### src/rtl/keypad_pkg.sv
// Shared definitions for the keypad scanner: key codes, FSM states and the
// row/column to key-code map.
package keypad_pkg;

    localparam logic [3:0] NOKEY  = 4'hA;
    localparam logic [3:0] BADKEY = 4'hF;

    typedef enum logic [1:0] {
        SCAN,
        DEBOUNCE,
        PRESSED,
        RELEASE
    } state_t;

    // Rows 0..2 hold digits 1..9; row 3 holds '*', '0', '#'. '*', '#' and
    // out-of-range columns map to BADKEY.
    function automatic logic [3:0] key_code(input logic [1:0] row, input logic [1:0] col);
        logic [3:0] code;
        code = BADKEY;
        if (col != 2'd3) begin
            if (row != 2'd3) begin
                code = {2'b00, row} * 4'd3 + {2'b00, col} + 4'd1;
            end else if (col == 2'd1) begin
                code = 4'd0;
            end
        end
        return code;
    endfunction

endpackage

### src/rtl/keypad_sync.sv
// Two-flop synchronizer for active-low inputs; resets to all-ones (idle).
module keypad_sync #(
    parameter int unsigned WIDTH = 3
) (
    input  logic             clock,
    input  logic             reset,
    input  logic [WIDTH-1:0] d,
    output logic [WIDTH-1:0] q
);

    logic [WIDTH-1:0] meta;

    always_ff @(posedge clock or posedge reset) begin
        if (reset) begin
            meta <= '1;
            q    <= '1;
        end else begin
            meta <= d;
            q    <= meta;
        end
    end

endmodule

### src/rtl/keypad_scanner.sv
// 4x3 matrix keypad scanner: row drive, column sampling, debounce, and a
// registered digit code with a one-cycle press strobe.
module keypad_scanner
    import keypad_pkg::*;
#(
    parameter int unsigned SCAN_DIV         = 1000,
    parameter int unsigned DEBOUNCE_SAMPLES = 8
) (
    input  logic       clock,
    input  logic       reset,
    input  logic [2:0] col_n,
    output logic [3:0] row_n,
    output logic [3:0] key,
    output logic       key_pulse
);

    localparam int unsigned DW = $clog2(SCAN_DIV);
    localparam int unsigned MW = $clog2(DEBOUNCE_SAMPLES + 1);
    localparam logic [DW-1:0] DIV_LAST   = DW'(SCAN_DIV - 1);
    localparam logic [MW-1:0] MATCH_DONE = MW'(DEBOUNCE_SAMPLES);

    logic [2:0]    col_s;
    logic [DW-1:0] div_cnt;
    logic          tick;
    state_t        state, state_nxt;
    logic [1:0]    row, row_nxt;
    logic [1:0]    cap_col, cap_col_nxt;
    logic [MW-1:0] match_cnt, match_nxt;
    logic [3:0]    key_nxt;
    logic          key_pulse_nxt;
    logic          one_low;
    logic [1:0]    col_idx;
    logic          cap_held;

    keypad_sync #(.WIDTH(3)) u_sync (
        .clock (clock),
        .reset (reset),
        .d     (col_n),
        .q     (col_s)
    );

    always_ff @(posedge clock or posedge reset) begin
        if (reset) begin
            div_cnt <= '0;
        end else if (div_cnt == DIV_LAST) begin
            div_cnt <= '0;
        end else begin
            div_cnt <= div_cnt + DW'(1);
        end
    end

    assign tick     = (div_cnt == DIV_LAST);
    assign row_n    = ~(4'b0001 << row);
    assign cap_held = (col_s == ~(3'b001 << cap_col));

    always_comb begin
        one_low = 1'b1;
        col_idx = 2'd0;
        case (col_s)
            3'b110:  col_idx = 2'd0;
            3'b101:  col_idx = 2'd1;
            3'b011:  col_idx = 2'd2;
            default: one_low = 1'b0;
        endcase
    end

    always_ff @(posedge clock or posedge reset) begin
        if (reset) begin
            state     <= SCAN;
            row       <= 2'd0;
            cap_col   <= 2'd0;
            match_cnt <= '0;
            key       <= NOKEY;
            key_pulse <= 1'b0;
        end else begin
            state     <= state_nxt;
            row       <= row_nxt;
            cap_col   <= cap_col_nxt;
            match_cnt <= match_nxt;
            key       <= key_nxt;
            key_pulse <= key_pulse_nxt;
        end
    end

    always_comb begin
        state_nxt     = state;
        row_nxt       = row;
        cap_col_nxt   = cap_col;
        match_nxt     = match_cnt;
        key_nxt       = key;
        key_pulse_nxt = 1'b0;
        if (tick) begin
            case (state)
                SCAN: begin
                    if (one_low && key_code(row, col_idx) != BADKEY) begin
                        cap_col_nxt = col_idx;
                        match_nxt   = MW'(1);
                        state_nxt   = DEBOUNCE;
                    end else begin
                        row_nxt = row + 2'd1;
                    end
                end
                DEBOUNCE: begin
                    if (cap_held) begin
                        match_nxt = match_cnt + MW'(1);
                        if (match_nxt == MATCH_DONE) begin
                            key_nxt       = key_code(row, cap_col);
                            key_pulse_nxt = 1'b1;
                            state_nxt     = PRESSED;
                        end
                    end else begin
                        state_nxt = SCAN;
                        row_nxt   = row + 2'd1;
                    end
                end
                PRESSED: begin
                    if (!cap_held) begin
                        match_nxt = MW'(1);
                        state_nxt = RELEASE;
                    end
                end
                RELEASE: begin
                    // Captured column low again is a release bounce; any other
                    // low column restarts the release count without leaving.
                    if (col_s == 3'b111) begin
                        match_nxt = match_cnt + MW'(1);
                        if (match_nxt == MATCH_DONE) begin
                            key_nxt   = NOKEY;
                            state_nxt = SCAN;
                            row_nxt   = row + 2'd1;
                        end
                    end else if (!col_s[cap_col]) begin
                        state_nxt = PRESSED;
                    end else begin
                        match_nxt = '0;
                    end
                end
                default: state_nxt = SCAN;
            endcase
        end
    end

endmodule

### config.mk
export PLATFORM = sky130hd
export DESIGN_NAME = keypad_scanner
export DESIGN_NICKNAME = d
export VERILOG_FILES = /design/src/rtl/keypad_pkg.sv /design/src/rtl/keypad_sync.sv /design/src/rtl/keypad_scanner.sv
export SDC_FILE = /design/constraint.sdc
export NUM_CORES = 1
export LEC_CHECK = 0
export ABC_AREA = 1
export BUFFER_PORTS_ARGS = -buffer_cell sky130_fd_sc_hd__buf_2
export CORE_ASPECT_RATIO = 1.2
export CORE_MARGIN = 5
export CORE_UTILIZATION = 50
export DETAILED_ROUTE_END_ITERATION = 8
export MAX_ROUTING_LAYER = met4
export PLACE_DENSITY = 0.73
export SYNTH_ARGS = -nofsm -noshare
export SYNTH_HDL_FRONTEND = slang
export SYNTH_SLANG_ARGS = --single-unit
### constraint.sdc
create_clock -name clock -period 2.3 [get_ports clock]
set_input_delay 0.575 -clock clock [delete_from_list [all_inputs] [get_ports clock]]
set_output_delay 0.575 -clock clock [all_outputs]
set_load 0.02 [all_outputs]
# After elaboration in Yosys (flattened, before gate mapping)
# Index checks and enable logic that the tools add are counted.
[totals] input_bits=5 out_inout_bits=9 regBits=31
[classes] muxes=41 n_mul=1 order_cmp=1 n_addsub=7 n_reduce_logical=10 n_eq_ne=28 n_bitwise=2 shifts=2
[ops] operator="$mux W4" count=17
[ops] operator="$mux W2" count=11
[ops] operator="$ne A2 B2 Y1 const B" count=11
[ops] operator="$reduce_and A6 Y1" count=3
[ops] operator="$pmux W4 S4" count=1
[ops] operator="$add A4 B1 Y4 const B" count=3
[ops] operator="$ne A3 B3 Y1 const B" count=4
[ops] operator="$add A10 B1 Y10 const B" count=1
[ops] operator="$eq A10 B10 Y1 const B" count=1
[ops] operator="$mux W10" count=1
[ops] operator="$eq A3 B3 Y1 const B" count=3
[ops] operator="$add A4 B2 Y4" count=2
[ops] operator="$pmux W2 S4" count=1
[ops] operator="$pmux W4 S2" count=1
[ops] operator="$eq A2 B1 Y1 const B" count=3
[ops] operator="$mux W1" count=6
[ops] operator="$pmux W2 S3" count=1
[ops] operator="$reduce_and A5 Y1" count=1
[ops] operator="$eq A2 B2 Y1 const B" count=2
[ops] operator="$eq A4 B4 Y1 const B" count=1
[ops] operator="$mul A2 B2 Y4 const B" count=1
[ops] operator="$ne A4 B4 Y1 const B" count=1
[ops] operator="$not A4 Y4" count=1
[ops] operator="$pmux W2 S2" count=1
[ops] operator="other kinds (14)" count=14

# Logic depth before layout (Yosys ltp)
# Gate-level depths: netlist of run 1.
[depth] ltp_word=12 depth_mapped=18 mapped_depth_nobuf=18

# By module
# A second synthesis of run 1 with hierarchy kept.
[unflattened] hier_cells=249 hier_area_um2=1961.9
[modules_own_cells] module="keypad_scanner" instances=1 cells_per_inst=242 area_each_um2=1800.5
[modules_own_cells] module="keypad_sync" instances=1 cells_per_inst=7 area_each_um2=161.4

# Worst setup path after synthesis of run 1
# No wires, ideal clock.
[synth_path] path_type="reg2reg" start="reg u_sync.q[2]" end="reg match_cnt[0]" path_buffers=0 slack_ns=0.113 stages_incl_launch_ff=17 arrival_time_ns=2.070 path_cell_list="dfstp_2 nand2_1 inv_1 nand2_1 ha_1 inv_1 fa_1 nand2_1 nor2_1 nand3_1 nand2_1 nand2_1 nand2_1 inv_2 nand2_2 nand2_1 nand2_1"
[synth_between] elab_chain_cells=12
[synth_lines] item="start, declared" line="keypad_sync.sv:8" rtl="output logic [WIDTH-1:0] q"
[synth_lines] item="start signal, assigned" line="keypad_sync.sv:19" rtl="q <= meta;"
[synth_lines] item="$eq A3 B2 Y1 or $eq A3 B3 Y1 (tied branches)" line="keypad_scanner.sv:59" rtl="case (col_s)"
[synth_lines] item="$pmux W2 S2" line="keypad_scanner.sv:59"
[synth_lines] item="$add A4 B2 Y4 or $eq A2 B1 Y1 (tied branches)" line="keypad_pkg.sv:22, keypad_pkg.sv:23"
[synth_lines] item="$add A4 B1 Y4 or $mux W4 (tied branches)" line="keypad_pkg.sv:22, keypad_pkg.sv:23"
[synth_lines] item="$mux W4" line="keypad_pkg.sv:21" rtl="if (row != 2'd3) begin"
[synth_lines] item="$mux W4" line="keypad_pkg.sv:20" rtl="if (col != 2'd3) begin"
[synth_lines] item="$mux W4" line="keypad_scanner.sv:93" rtl="case (state)"
[synth_lines] item="$mux W4" line="keypad_scanner.sv:92" rtl="if (tick) begin"
[synth_lines] item="$ne A4 B4 Y1" line="keypad_scanner.sv:95" rtl="if (one_low && key_code(row, col_idx) != BADKEY) begin"
[synth_lines] item="$logic_and A1 B1 Y1" line="keypad_scanner.sv:95"
[synth_lines] item="$ne A2 B2 Y1 (no line)"
[synth_lines] item="$reduce_and A5 Y1 (no line)"
[synth_lines] item="end signal, assigned" line="keypad_scanner.sv:79" rtl="match_cnt <= match_nxt;"
[synth_lines] item="end, declared" line="keypad_scanner.sv:28" rtl="logic [MW-1:0] match_cnt, match_nxt;"
# Parallel ways exist; a longest one is shown, timed or not. The select of a mux whose other input is x is not followed.
# A chain may end at the register's enable or synchronous reset.

# Final worst setup path of run 1
[layout_path] start="reg u_sync.q[1]" end="reg state[0]"
[layout_between] elab_chain_cells=12
[layout_lines] item="$eq A3 B2 Y1 or $eq A3 B3 Y1 (tied branches)" line="keypad_scanner.sv:59"
[layout_lines] item="$pmux W2 S2" line="keypad_scanner.sv:59"
[layout_lines] item="$add A4 B2 Y4 or $eq A2 B1 Y1 (tied branches)" line="keypad_pkg.sv:22, keypad_pkg.sv:23"
[layout_lines] item="$add A4 B1 Y4 or $mux W4 (tied branches)" line="keypad_pkg.sv:22, keypad_pkg.sv:23"
[layout_lines] item="$mux W4" line="keypad_pkg.sv:21"
[layout_lines] item="$mux W4" line="keypad_pkg.sv:20"
[layout_lines] item="$mux W4" line="keypad_scanner.sv:93"
[layout_lines] item="$mux W4" line="keypad_scanner.sv:92"
[layout_lines] item="$ne A4 B4 Y1" line="keypad_scanner.sv:95"
[layout_lines] item="$logic_and A1 B1 Y1" line="keypad_scanner.sv:95"
[layout_lines] item="$ne A2 B2 Y1 (no line)"
[layout_lines] item="$reduce_and A6 Y1 (no line)"
[layout_lines] item="end signal, assigned" line="keypad_scanner.sv:76" rtl="state <= state_nxt;"
[layout_lines] item="end, declared" line="keypad_scanner.sv:25" rtl="state_t state, state_nxt;"
# Parallel ways exist; a longest one is shown, timed or not. The select of a mux whose other input is x is not followed.

==> impl_metrics.env, run 1 <==
export IMPL_io_buffer_count=13
export IMPL_crit_path_end_kind="flip-flop"
export IMPL_place_congestion=0.8953
export IMPL_die_w_um=66.69
export IMPL_fin_area_sq_um=2253
export IMPL_start_util=0.5220
export IMPL_max_vdd_ir_drop_v=0.0003988
export IMPL_drt_iter0_drc=71
export IMPL_grt_first_pass_wirelength_mm=6.927
export IMPL_tightestPinTransition_ns=0.5588
export IMPL_run_status="complete, no violations"
export IMPL_criticalPathCategory="reg2reg"
export IMPL_syn_to_final_growth_pct=16.87
export IMPL_layout_drive_gt1_share=0.2545
export IMPL_floorplan_die_height_um=78.03
export IMPL_via_count=1668
export IMPL_grt_remaining_overflow=0
export IMPL_wl_per_cell_um=11.57
export IMPL_clk_latency_ns=0.28
export IMPL_detail_route_wirelength_mm=3.830
export IMPL_antennaDiodeCount=0
export IMPL_cts_hold_buf=0
export IMPL_final_nets=296
export IMPL_die_area_sq_um=5203
export IMPL_register_clock_pin_slew_on_the_reported_worst_setup_and_hold_paths_ns=0.06
export IMPL_postSynthRegisterBits=31
export IMPL_postSynthAreaPerCell_sq_um=7.712
export IMPL_antenna_violations_before_repair=0
export IMPL_setup_viol_count_final=0
export IMPL_final_util=0.6101
export IMPL_largest_clock_skew_in_the_final_design_ns=0.005808
export IMPL_synth_area_sq_um=1928
export IMPL_clk_root_buffer_cell="sky130_fd_sc_hd__clkbuf_8"
export IMPL_timing_final_crit_share=0.9505
export IMPL_cts_num_sinks=31
export IMPL_post_synth_num_cell_types=30
export IMPL_timing_max_cap_violations=0
export IMPL_dpl_instance_area_sq_um=2118
export IMPL_ys_seq_area_frac=0.4075
export IMPL_tritoncts="built"
export IMPL_synthesis_instances=250
export IMPL_routed_via_density=5.039
export IMPL_min_path_type="in2async"
export IMPL_leakage_nw=1.113
export IMPL_finalHoldWorstSlack_ns=0.3490
export IMPL_drc=0
export IMPL_maximum_number_of_pins_on_one_net_before_global_route_repair=32
export IMPL_dp_hpwl_mm=2.983
export IMPL_pin_count=14
export IMPL_detailedRoute_firstPassIterationCount=4
export IMPL_slew_viol_final=0
export IMPL_first_global_vias=1632
export IMPL_core_rowCount=24
export IMPL_synth_warning_count=0
export IMPL_detail_route_antenna_nets=0
export IMPL_worstSetupStartpointType="flip-flop"
export IMPL_final_min_clock_period_ns=2.186
export IMPL_nets_in_the_synthesized_netlist=268
export IMPL_globalRouteTotalUtil=0.1743
export IMPL_cts_repair_timing_setup_buffer_count=0
export IMPL_clock_path_buffers=2
export IMPL_final_hold_violation_count=0
export IMPL_cellPowerDensity_nw_per_um2=457.0
export IMPL_coreArea_sq_um=3694
export IMPL_worstPathArrival_ns=2.35
export IMPL_critical_path_max_fanout=6
export IMPL_total_power_mw=1.030
export IMPL_ctsHtreeMaxLevel=2
export IMPL_worst_slew_margin_rel=0.6240
export IMPL_cts_buffers_inserted=5
export IMPL_critPathRequiredTime_ns=2.47
export IMPL_fmaxAchievable_ghz=0.4574
critical path: stages, from the launching register on:
cell                      delay (ns)
sky130_fd_sc_hd__dfstp_2        0.54
sky130_fd_sc_hd__inv_2          0.05
sky130_fd_sc_hd__nand2_2        0.06
sky130_fd_sc_hd__ha_2           0.17
sky130_fd_sc_hd__inv_2          0.04
sky130_fd_sc_hd__fa_2           0.52
sky130_fd_sc_hd__nand2_1        0.06
sky130_fd_sc_hd__nor2_2         0.10
sky130_fd_sc_hd__nand3_2        0.09
sky130_fd_sc_hd__nand2_2        0.10
sky130_fd_sc_hd__nand2_4        0.08
sky130_fd_sc_hd__nand2_4        0.10
sky130_fd_sc_hd__inv_4          0.05
sky130_fd_sc_hd__nand3_1        0.07
sky130_fd_sc_hd__nand2_1        0.06
layer usage:
| metal | track usage | vias up | part of all wire |
|---|---|---|---|
| li1 | - | 854 | - |
| met1 | 0.2061 | 782 | 0.44 |
| met2 | 0.2927 | 23 | 0.51 |
| met3 | 0.03000 | 9 | 0.032 |
| met4 | 0.06707 | 0 | 0.019 |
| met5 | - | - | 0 |
cell usage in the layout (no fill, tap or decap), types with 2 or more instances in the layout:
master                      n
sky130_fd_sc_hd__clkbuf_8   5
sky130_fd_sc_hd__a21oi_1    8
sky130_fd_sc_hd__nor3b_1    2
sky130_fd_sc_hd__xor2_1     2
sky130_fd_sc_hd__nor2_4     3
sky130_fd_sc_hd__nand2_4    3
sky130_fd_sc_hd__buf_4      9
sky130_fd_sc_hd__nand2_2    9
sky130_fd_sc_hd__dfrtp_1   23
sky130_fd_sc_hd__ha_1      10
sky130_fd_sc_hd__inv_2      7
sky130_fd_sc_hd__nor2_1    21
sky130_fd_sc_hd__o21ai_2    2
sky130_fd_sc_hd__nor2_2     3
sky130_fd_sc_hd__o21ai_1    5
sky130_fd_sc_hd__buf_2     13
sky130_fd_sc_hd__nand2_1   62
sky130_fd_sc_hd__inv_1     29
sky130_fd_sc_hd__dfstp_2    8
sky130_fd_sc_hd__nand3_1   18
sky130_fd_sc_hd__nor3_1     4
sky130_fd_sc_hd__o21ai_0   10
sky130_fd_sc_hd__o21bai_1   2
sky130_fd_sc_hd__nand4_1    4
sequential cells by signal (all words and copies together) (netlist names):
register,flops
key,4
u_sync.q,3
cap_col,2
row,2
match_cnt,4
state,2
div_cnt,10
key_pulse,1
u_sync.meta,3
synthesized netlist by cell type:
master                     count  share of area
sky130_fd_sc_hd__o211ai_1      1         0.0039
sky130_fd_sc_hd__nor3_1        5          0.013
sky130_fd_sc_hd__a21oi_2       1         0.0045
sky130_fd_sc_hd__and3_1        1         0.0032
sky130_fd_sc_hd__nand2_1      68           0.13
sky130_fd_sc_hd__nor3_4        1         0.0084
sky130_fd_sc_hd__nor2_1       22          0.043
sky130_fd_sc_hd__nor2_2        2         0.0065
sky130_fd_sc_hd__a21oi_1       8          0.021
sky130_fd_sc_hd__dfrtp_1      23           0.30
sky130_fd_sc_hd__nor2_4        3          0.018
sky130_fd_sc_hd__fa_1          2          0.021
sky130_fd_sc_hd__buf_4         1         0.0039
sky130_fd_sc_hd__nand2_2       6          0.019
sky130_fd_sc_hd__dfstp_2       8           0.11
sky130_fd_sc_hd__xor2_1        2         0.0091
sky130_fd_sc_hd__nand3b_1      1         0.0039
sky130_fd_sc_hd__o21ai_1       5          0.013
sky130_fd_sc_hd__o21ai_2       2         0.0091
sky130_fd_sc_hd__nand3_1      19          0.049
sky130_fd_sc_hd__inv_1        31          0.060
sky130_fd_sc_hd__nor3b_1       2         0.0078
sky130_fd_sc_hd__o21bai_1      2         0.0078
sky130_fd_sc_hd__o211a_1       1         0.0052
sky130_fd_sc_hd__nand4_1       4          0.013
sky130_fd_sc_hd__ha_1         11          0.071
sky130_fd_sc_hd__o21ai_0      10          0.026
sky130_fd_sc_hd__xnor2_1       1         0.0045
sky130_fd_sc_hd__nor4_1        1         0.0032
sky130_fd_sc_hd__inv_2         6          0.012
worst paths after layout:
path / startpoint / end / slack (ns) / cells after the start
min in group clock: u_sync.meta[1]$_DFF_PP1_ / u_sync.q[1]$_DFF_PP1_ / 0.36 / 0
setup / recovery: u_sync.q[1]$_DFF_PP1_ / state[0]$_DFFE_PP0P_ / 0.11 / 14
hold reg to reg: u_sync.meta[1]$_DFF_PP1_ / u_sync.q[1]$_DFF_PP1_ / 0.36 / 0
hold / removal: reset / cap_col[0]$_DFFE_PP0P_ / 0.35 / 3
max in group asynchronous: reset / key[1]$_DFFE_PP1P_ / 1.63 / 3
setup reg to reg: u_sync.q[1]$_DFF_PP1_ / state[0]$_DFFE_PP0P_ / 0.11 / 14
where the power goes:
| group | internal, mW | switching (mW) | total [mW] |
|---|---|---|---|
| clock | 0.211 | 0.201 | 0.412 |
| combinational | 0.0213 | 0.0391 | 0.0604 |
| sequential | 0.555 | 0.00265 | 0.558 |
| total | 0.787 | 0.242 | 1.03 |
kinds of logic (layout without fill, tap and decap cells):
group,count (synthesis),in the layout,share of synthesized area
and+or+nand+nor,135,135,0.3206
buffers and inverters,38,67,0.07592
DFF,31,31,0.4075
AOI/OAI and AO/OA,30,30,0.09020
adders and majority gates,13,13,0.09215
xor gates and xnor gates,3,3,0.01363
metrics by stage:
stage | instances | setup WS, ns | setup TNS, ns
6_report | 331 | 0.1138 | 0
5_1_grt | 331 | -0.02570 | -0.07047
4_1_cts | 331 | 0.01671 | 0
3_5_place_dp | 323 | 0.008282 | 0
3_3_place_gp | 323 | 0.05132 | 0
2_1_floorplan | 250 | 0.1134 | 0
final cells by class:
cell class	count	area [sq um]
clock inverters	2	12.51
multi-input cells	181	1044
flip-flops and latches	31	785.8
well taps	52	65.06
repair buffers	22	132.6
fillers	352	1440
clock buffers	6	72.57
inverters	37	141.4
what timing repair did:
action / CTS / global route
gates resized for setup: 2 / 15
pin swaps: 0 / 5
endpoints found under the setup margin: 2 / 8
No activity file was read; power rests on OpenSTA's default activity.
==> inputs of run 2 (changes only) <==
- BUFFER_PORTS_ARGS: -buffer_cell sky130_fd_sc_hd__buf_2 -> -buffer_cell sky130_fd_sc_hd__buf_4
==> impl_metrics.env, run 2 (synthesized netlist as in run 1, its figures left out) <==
export IMPL_coreArea_sq_um=3694
export IMPL_detail_route_antenna_nets=0
export IMPL_grt_remaining_overflow=0
export IMPL_globalRouteTotalUtil=0.1733
export IMPL_largest_clock_skew_in_the_final_design_ns=0.007381
export IMPL_total_power_mw=1.034
export IMPL_leakage_nw=1.148
export IMPL_first_global_vias=1571
export IMPL_drt_iter0_drc=60
export IMPL_crit_path_end_kind="flip-flop"
export IMPL_cts_hold_buf=0
export IMPL_tightestPinTransition_ns=0.5728
export IMPL_via_count=1647
export IMPL_clk_latency_ns=0.29
export IMPL_routed_via_density=4.976
export IMPL_dp_cells=321
export IMPL_timing_max_cap_violations=0
export IMPL_die_w_um=66.69
export IMPL_max_vdd_ir_drop_v=0.0003710
export IMPL_dp_hpwl_mm=2.919
export IMPL_criticalPathCategory="reg2reg"
export IMPL_setup_viol_count_final=0
export IMPL_cts_num_sinks=31
export IMPL_layout_cells_non_filler=331
export IMPL_finalHoldWorstSlack_ns=0.3557
export IMPL_start_util=0.5220
export IMPL_maximum_number_of_pins_on_one_net_before_global_route_repair=32
export IMPL_ctsHtreeMaxLevel=2
export IMPL_clock_path_buffers=2
export IMPL_final_seq_area_sq_um=785.8
export IMPL_max_flop_register="div_cnt"
export IMPL_floorplan_die_height_um=78.03
export IMPL_cts_buffers_inserted=5
export IMPL_critPathRequiredTime_ns=2.47
export IMPL_worst_slew_margin_rel=0.6146
export IMPL_setup_repair_after_global_routing_missed_its_margin="true"
export IMPL_min_path_type="in2async"
export IMPL_final_cell_mix="sky130_fd_sc_hd__nand2_1, sky130_fd_sc_hd__inv_1, sky130_fd_sc_hd__dfrtp_1"
export IMPL_register_clock_pin_slew_on_the_reported_worst_setup_and_hold_paths_ns=0.07
export IMPL_tritoncts="built"
export IMPL_fmaxAchievable_ghz=0.4447
export IMPL_layout_drive_gt1_share=0.2581
export IMPL_detailedRoute_firstPassIterationCount=4
export IMPL_detail_route_wirelength_mm=3.825
export IMPL_run_status="complete, no violations"
export IMPL_antennaDiodeCount=0
export IMPL_largest_registers="div_cnt x10, key x4, match_cnt x4"
export IMPL_drc=0
export IMPL_final_nets=296
export IMPL_worstSetupStartpointType="flip-flop"
export IMPL_grt_first_pass_wirelength_mm=6.741
export IMPL_timing_final_crit_share=0.9778
export IMPL_wl_per_cell_um=11.56
export IMPL_worstPathArrival_ns=2.42
export IMPL_final_hold_violation_count=0
export IMPL_fill_cells=341
export IMPL_antenna_violations_before_repair=0
export IMPL_pin_count=14
export IMPL_core_rowCount=24
export IMPL_number_of_flip_flops_in_the_largest_register=10
export IMPL_die_area_sq_um=5203
export IMPL_critical_path_max_fanout=4
export IMPL_cellPowerDensity_nw_per_um2=447.2
export IMPL_layout_cells_most_common="sky130_fd_sc_hd__nand2_1"
export IMPL_io_buffer_count=13
export IMPL_final_min_clock_period_ns=2.249
export IMPL_area_occupied_by_multi_input_gates_sq_um=1067
export IMPL_syn_to_final_growth_pct=19.92
export IMPL_slew_viol_final=0
export IMPL_clk_root_buffer_cell="sky130_fd_sc_hd__clkbuf_8"
export IMPL_place_congestion=0.9069
-- run 2: cell counts in the layout (fill, tap and decap cells not counted) --
No cell type changed its count.
-- run 2: final cells by class --
class | instances | share of cell area
tap | 52 | 0.02814
inverter | 37 | 0.06223
clock inverter | 2 | 0.005411
clock buffer | 6 | 0.03139
timing repair buffer | 22 | 0.07143
multi-input combinational | 181 | 0.4616
sequential | 31 | 0.3398
-- run 2: path summary, 6_finish.rpt --
kind	start	endpoint	slack, ns	cells after the start
worst max-delay path	u_sync.q[1]$_DFF_PP1_	row[1]$_DFFE_PP0P_	0.05	14
worst min-delay path	reset	key[2]$_DFFE_PP0P_	0.36	3
worst max register to register	u_sync.q[1]$_DFF_PP1_	row[1]$_DFFE_PP0P_	0.05	14
worst min register to register	u_sync.meta[0]$_DFF_PP1_	u_sync.q[0]$_DFF_PP1_	0.36	0
max in group asynchronous	reset	u_sync.q[1]$_DFF_PP1_	1.62	3
min in group clock	u_sync.meta[0]$_DFF_PP1_	u_sync.q[0]$_DFF_PP1_	0.36	0
-- run 2: what timing repair did --
action                                  CTS  global route
gates cloned                              0             0
setup buffers                             0             2
gates resized for setup                   5            18
endpoints found under the setup margin    7             9
hold endpoints to repair                  0             0
pin swaps                                 0            13
-- run 2: routing by layer --
| layer | global-route usage | part of all wire |
|---|---|---|
| met3 | 0.04571 | 0.038 |
| met4 | 0.07520 | 0.025 |
| met2 | 0.2827 | 0.49 |
| met1 | 0.1983 | 0.45 |
| met5 | - | 0 |
-- run 2: metrics by stage --
stage | setup slack, ns | TNS (ns) | util | area [sq um]
CTS | -0.008606 | -0.008606 | 0.6040 | 2231
detailed placement | -0.05276 | -0.2005 | 0.5783 | 2136
finish | 0.05111 | 0 | 0.6260 | 2312
global route | -0.09508 | -0.6439 | 0.6260 | 2312
global placement | 0.04678 | 0 | 0.5783 | 2136
floorplan | 0.1134 | 0 | - | 1928
-- run 2: power by group --
part	leakage [nW]	internal [mW]	switching [mW]	total, mW
clock network	0.0412	0.211	0.197	0.408
logic	0.716	0.0257	0.0424	0.0681
registers	0.391	0.555	0.00306	0.558
total	1.15	0.792	0.242	1.03
-- run 2: worst max-delay path, stage by stage, from the launching register on --
cell	delay (ns)
sky130_fd_sc_hd__dfstp_2	0.55
sky130_fd_sc_hd__inv_2	0.06
sky130_fd_sc_hd__nand2_4	0.07
sky130_fd_sc_hd__ha_4	0.13
sky130_fd_sc_hd__inv_2	0.04
sky130_fd_sc_hd__fa_1	0.54
sky130_fd_sc_hd__nand2_1	0.06
sky130_fd_sc_hd__nor2_1	0.10
sky130_fd_sc_hd__nand3_1	0.12
sky130_fd_sc_hd__nand2_2	0.13
sky130_fd_sc_hd__nand2_4	0.08
sky130_fd_sc_hd__nand2_4	0.10
sky130_fd_sc_hd__nand2_4	0.06
sky130_fd_sc_hd__nand2_2	0.07
sky130_fd_sc_hd__o21ai_2	0.05
==> inputs of run 3 (changes only) <==
- MAX_ROUTING_LAYER: met4 -> not set
- PLACE_DENSITY: 0.73 -> 0.7
- clock period: 2.3 -> 2.6 ns (I/O delays scaled with it)
==> impl_metrics.env, run 3 (synthesized netlist as in run 1, its figures left out) <==
export IMPL_largest_registers="div_cnt x10, key x4, match_cnt x4"
export IMPL_dr_max_layer_used="met4"
export IMPL_register_clock_pin_slew_on_the_reported_worst_setup_and_hold_paths_ns=0.07
export IMPL_fmaxAchievable_ghz=0.4170
export IMPL_rrSetupSlack_ns=0.20
export IMPL_antenna_violations_before_repair=0
export IMPL_via_count=1612
export IMPL_setup_viol_count_final=0
export IMPL_antennaDiodeCount=0
export IMPL_syn_to_final_growth_pct=14.67
export IMPL_area_occupied_by_multi_input_gates_sq_um=1008
export IMPL_clock_path_buffers=2
export IMPL_core_rowCount=24
export IMPL_leakage_nw=1.098
export IMPL_io_buffer_count=13
export IMPL_final_nets=289
export IMPL_globalRouteTotalUtil=0.1695
export IMPL_detailroute_wirelength_met3_um=148
export IMPL_critical_path_max_fanout=4
export IMPL_coreArea_sq_um=3694
export IMPL_fin_area_sq_um=2211
export IMPL_worst_slew_margin_rel=0.6040
export IMPL_tightestPinTransition_ns=0.5886
export IMPL_criticalPathCategory="reg2reg"
export IMPL_critPathRequiredTime_ns=2.79
export IMPL_drc=0
export IMPL_detail_route_antenna_nets=0
export IMPL_final_cell_mix="sky130_fd_sc_hd__nand2_1, sky130_fd_sc_hd__inv_1, sky130_fd_sc_hd__dfrtp_1"
export IMPL_layout_drive_gt1_share=0.2022
export IMPL_cellPowerDensity_nw_per_um2=432.7
export IMPL_clk_latency_ns=0.29
export IMPL_max_vdd_ir_drop_v=0.0003183
export IMPL_final_seq_area_sq_um=785.8
export IMPL_grt_first_pass_wirelength_mm=6.706
export IMPL_total_switching_power_mw=0.2096
export IMPL_met2RoutedLength_mm=1.750
export IMPL_run_status="complete, no violations"
export IMPL_timing_final_crit_share=0.9223
export IMPL_detail_route_wirelength_mm=3.640
export IMPL_largest_clock_skew_in_the_final_design_ns=0.01272
export IMPL_seq_power_share=0.516
export IMPL_wl_per_cell_um=11.23
export IMPL_number_of_flip_flops_in_the_largest_register=10
export IMPL_dp_hpwl_mm=2.841
export IMPL_fill_cells=352
export IMPL_finalSetupTns_ns=0
export IMPL_detailedRoute_firstPassIterationCount=4
export IMPL_pin_count=14
export IMPL_clk_root_buffer_cell="sky130_fd_sc_hd__clkbuf_8"
export IMPL_pwr_share_comb=0.047
export IMPL_setup_repair_after_global_routing_missed_its_margin="false"
export IMPL_final_min_clock_period_ns=2.398
export IMPL_layout_cells_most_common="sky130_fd_sc_hd__nand2_1"
export IMPL_timing_max_cap_violations=0
export IMPL_power_switching_share=0.2191
export IMPL_maximum_number_of_pins_on_one_net_before_global_route_repair=32
export IMPL_routed_via_density=4.975
export IMPL_drt_iter0_drc=71
export IMPL_cts_buffers_inserted=5
export IMPL_place_congestion=0.8663
export IMPL_tritoncts="built"
export IMPL_min_path_type="reg2reg"
export IMPL_worstPathArrival_ns=2.59
export IMPL_final_util=0.5986
export IMPL_ctsHtreeMaxLevel=2
export IMPL_crit_path_end_kind="flip-flop"
export IMPL_m1WireLength_mm=1.651
export IMPL_power_share_clock=0.437
export IMPL_dpl_instance_area_sq_um=2091
export IMPL_total_power_mw=0.9567
export IMPL_first_global_vias=1597
export IMPL_cts_num_sinks=31
export IMPL_max_flop_register="div_cnt"
export IMPL_floorplan_die_height_um=78.03
export IMPL_die_area_sq_um=5203
export IMPL_worstSetupStartpointType="flip-flop"
export IMPL_die_w_um=66.69
export IMPL_start_util=0.5220
export IMPL_p_int_mw=0.7470
export IMPL_grt_remaining_overflow=0
export IMPL_slew_viol_final=0
export IMPL_final_hold_violation_count=0
==> run 3: cell types whose count changed in the layout (fill, tap and decap cells not counted), sizes merged <==
cell      previous run  this run
clkinv               1         0
clkinvlp             1         0
buf                 22        15
clkbuf               6         8
==> run 3: metal layers <==
layer	vias up	global-route usage
li1	836	-
met1	748	0.2053
met2	20	0.2738
met3	8	0.04286
met4	0	0.08943
met5	-	0
==> run 3: what timing repair did <==
action	CTS	global route
buffers inserted	0	1
endpoints found under the setup margin	0	4
gates resized for setup	0	4
hold buffers	0	0
hold endpoints to repair	0	0
==> run 3: worst paths after layout <==
check,start,end,cells past startpoint
min reg2reg,u_sync.meta[1]$_DFF_PP1_,u_sync.q[1]$_DFF_PP1_,0
max reg2reg,u_sync.q[1]$_DFF_PP1_,row[1]$_DFFE_PP0P_,14
max,u_sync.q[1]$_DFF_PP1_,row[1]$_DFFE_PP0P_,14
min in group asynchronous,reset,row[0]$_DFFE_PP0P_,3
max in group asynchronous,reset,u_sync.q[0]$_DFF_PP1_,3
min,u_sync.meta[1]$_DFF_PP1_,u_sync.q[1]$_DFF_PP1_,0
==> run 3: cell type report <==
class                      instances  share of cell area
inverter                          37             0.06282
timing repair buffer              15             0.05093
tap                               52             0.02943
sequential                        31              0.3554
clock buffer                       8             0.04527
multi-input combinational        181              0.4561
==> run 3: stage by stage <==
step,setup slack [ns],std cells,hold slack [ns]
floorplan,0.4134,250,0.3452
global route,0.02307,324,0.3549
finish,0.2020,324,0.3401
CTS,0.1879,323,0.3463
global placement,0.2340,315,0.3464
detailed placement,0.2055,315,0.3482
==> run 3: power by group through the flow <==
stage               combinational, mW  sequential (mW)  clock [mW]
finish                         0.0450            0.494       0.418
global route                   0.0521            0.494       0.457
CTS                            0.0425            0.494       0.435
detailed placement             0.0423            0.503           0
global placement               0.0418            0.502           0
floorplan                      0.0295            0.502           0
==> run 3: critical path, cell delays in order, from the launching register on <==
cell	delay, ns
sky130_fd_sc_hd__dfstp_2	0.56
sky130_fd_sc_hd__inv_1	0.09
sky130_fd_sc_hd__nand2_2	0.11
sky130_fd_sc_hd__ha_1	0.16
sky130_fd_sc_hd__inv_1	0.06
sky130_fd_sc_hd__fa_2	0.53
sky130_fd_sc_hd__nand2_1	0.06
sky130_fd_sc_hd__nor2_1	0.11
sky130_fd_sc_hd__nand3_1	0.10
sky130_fd_sc_hd__nand2_1	0.09
sky130_fd_sc_hd__nand2_1	0.10
sky130_fd_sc_hd__nand2_1	0.13
sky130_fd_sc_hd__nand2_2	0.09
sky130_fd_sc_hd__nand2_1	0.08
sky130_fd_sc_hd__o21ai_2	0.05
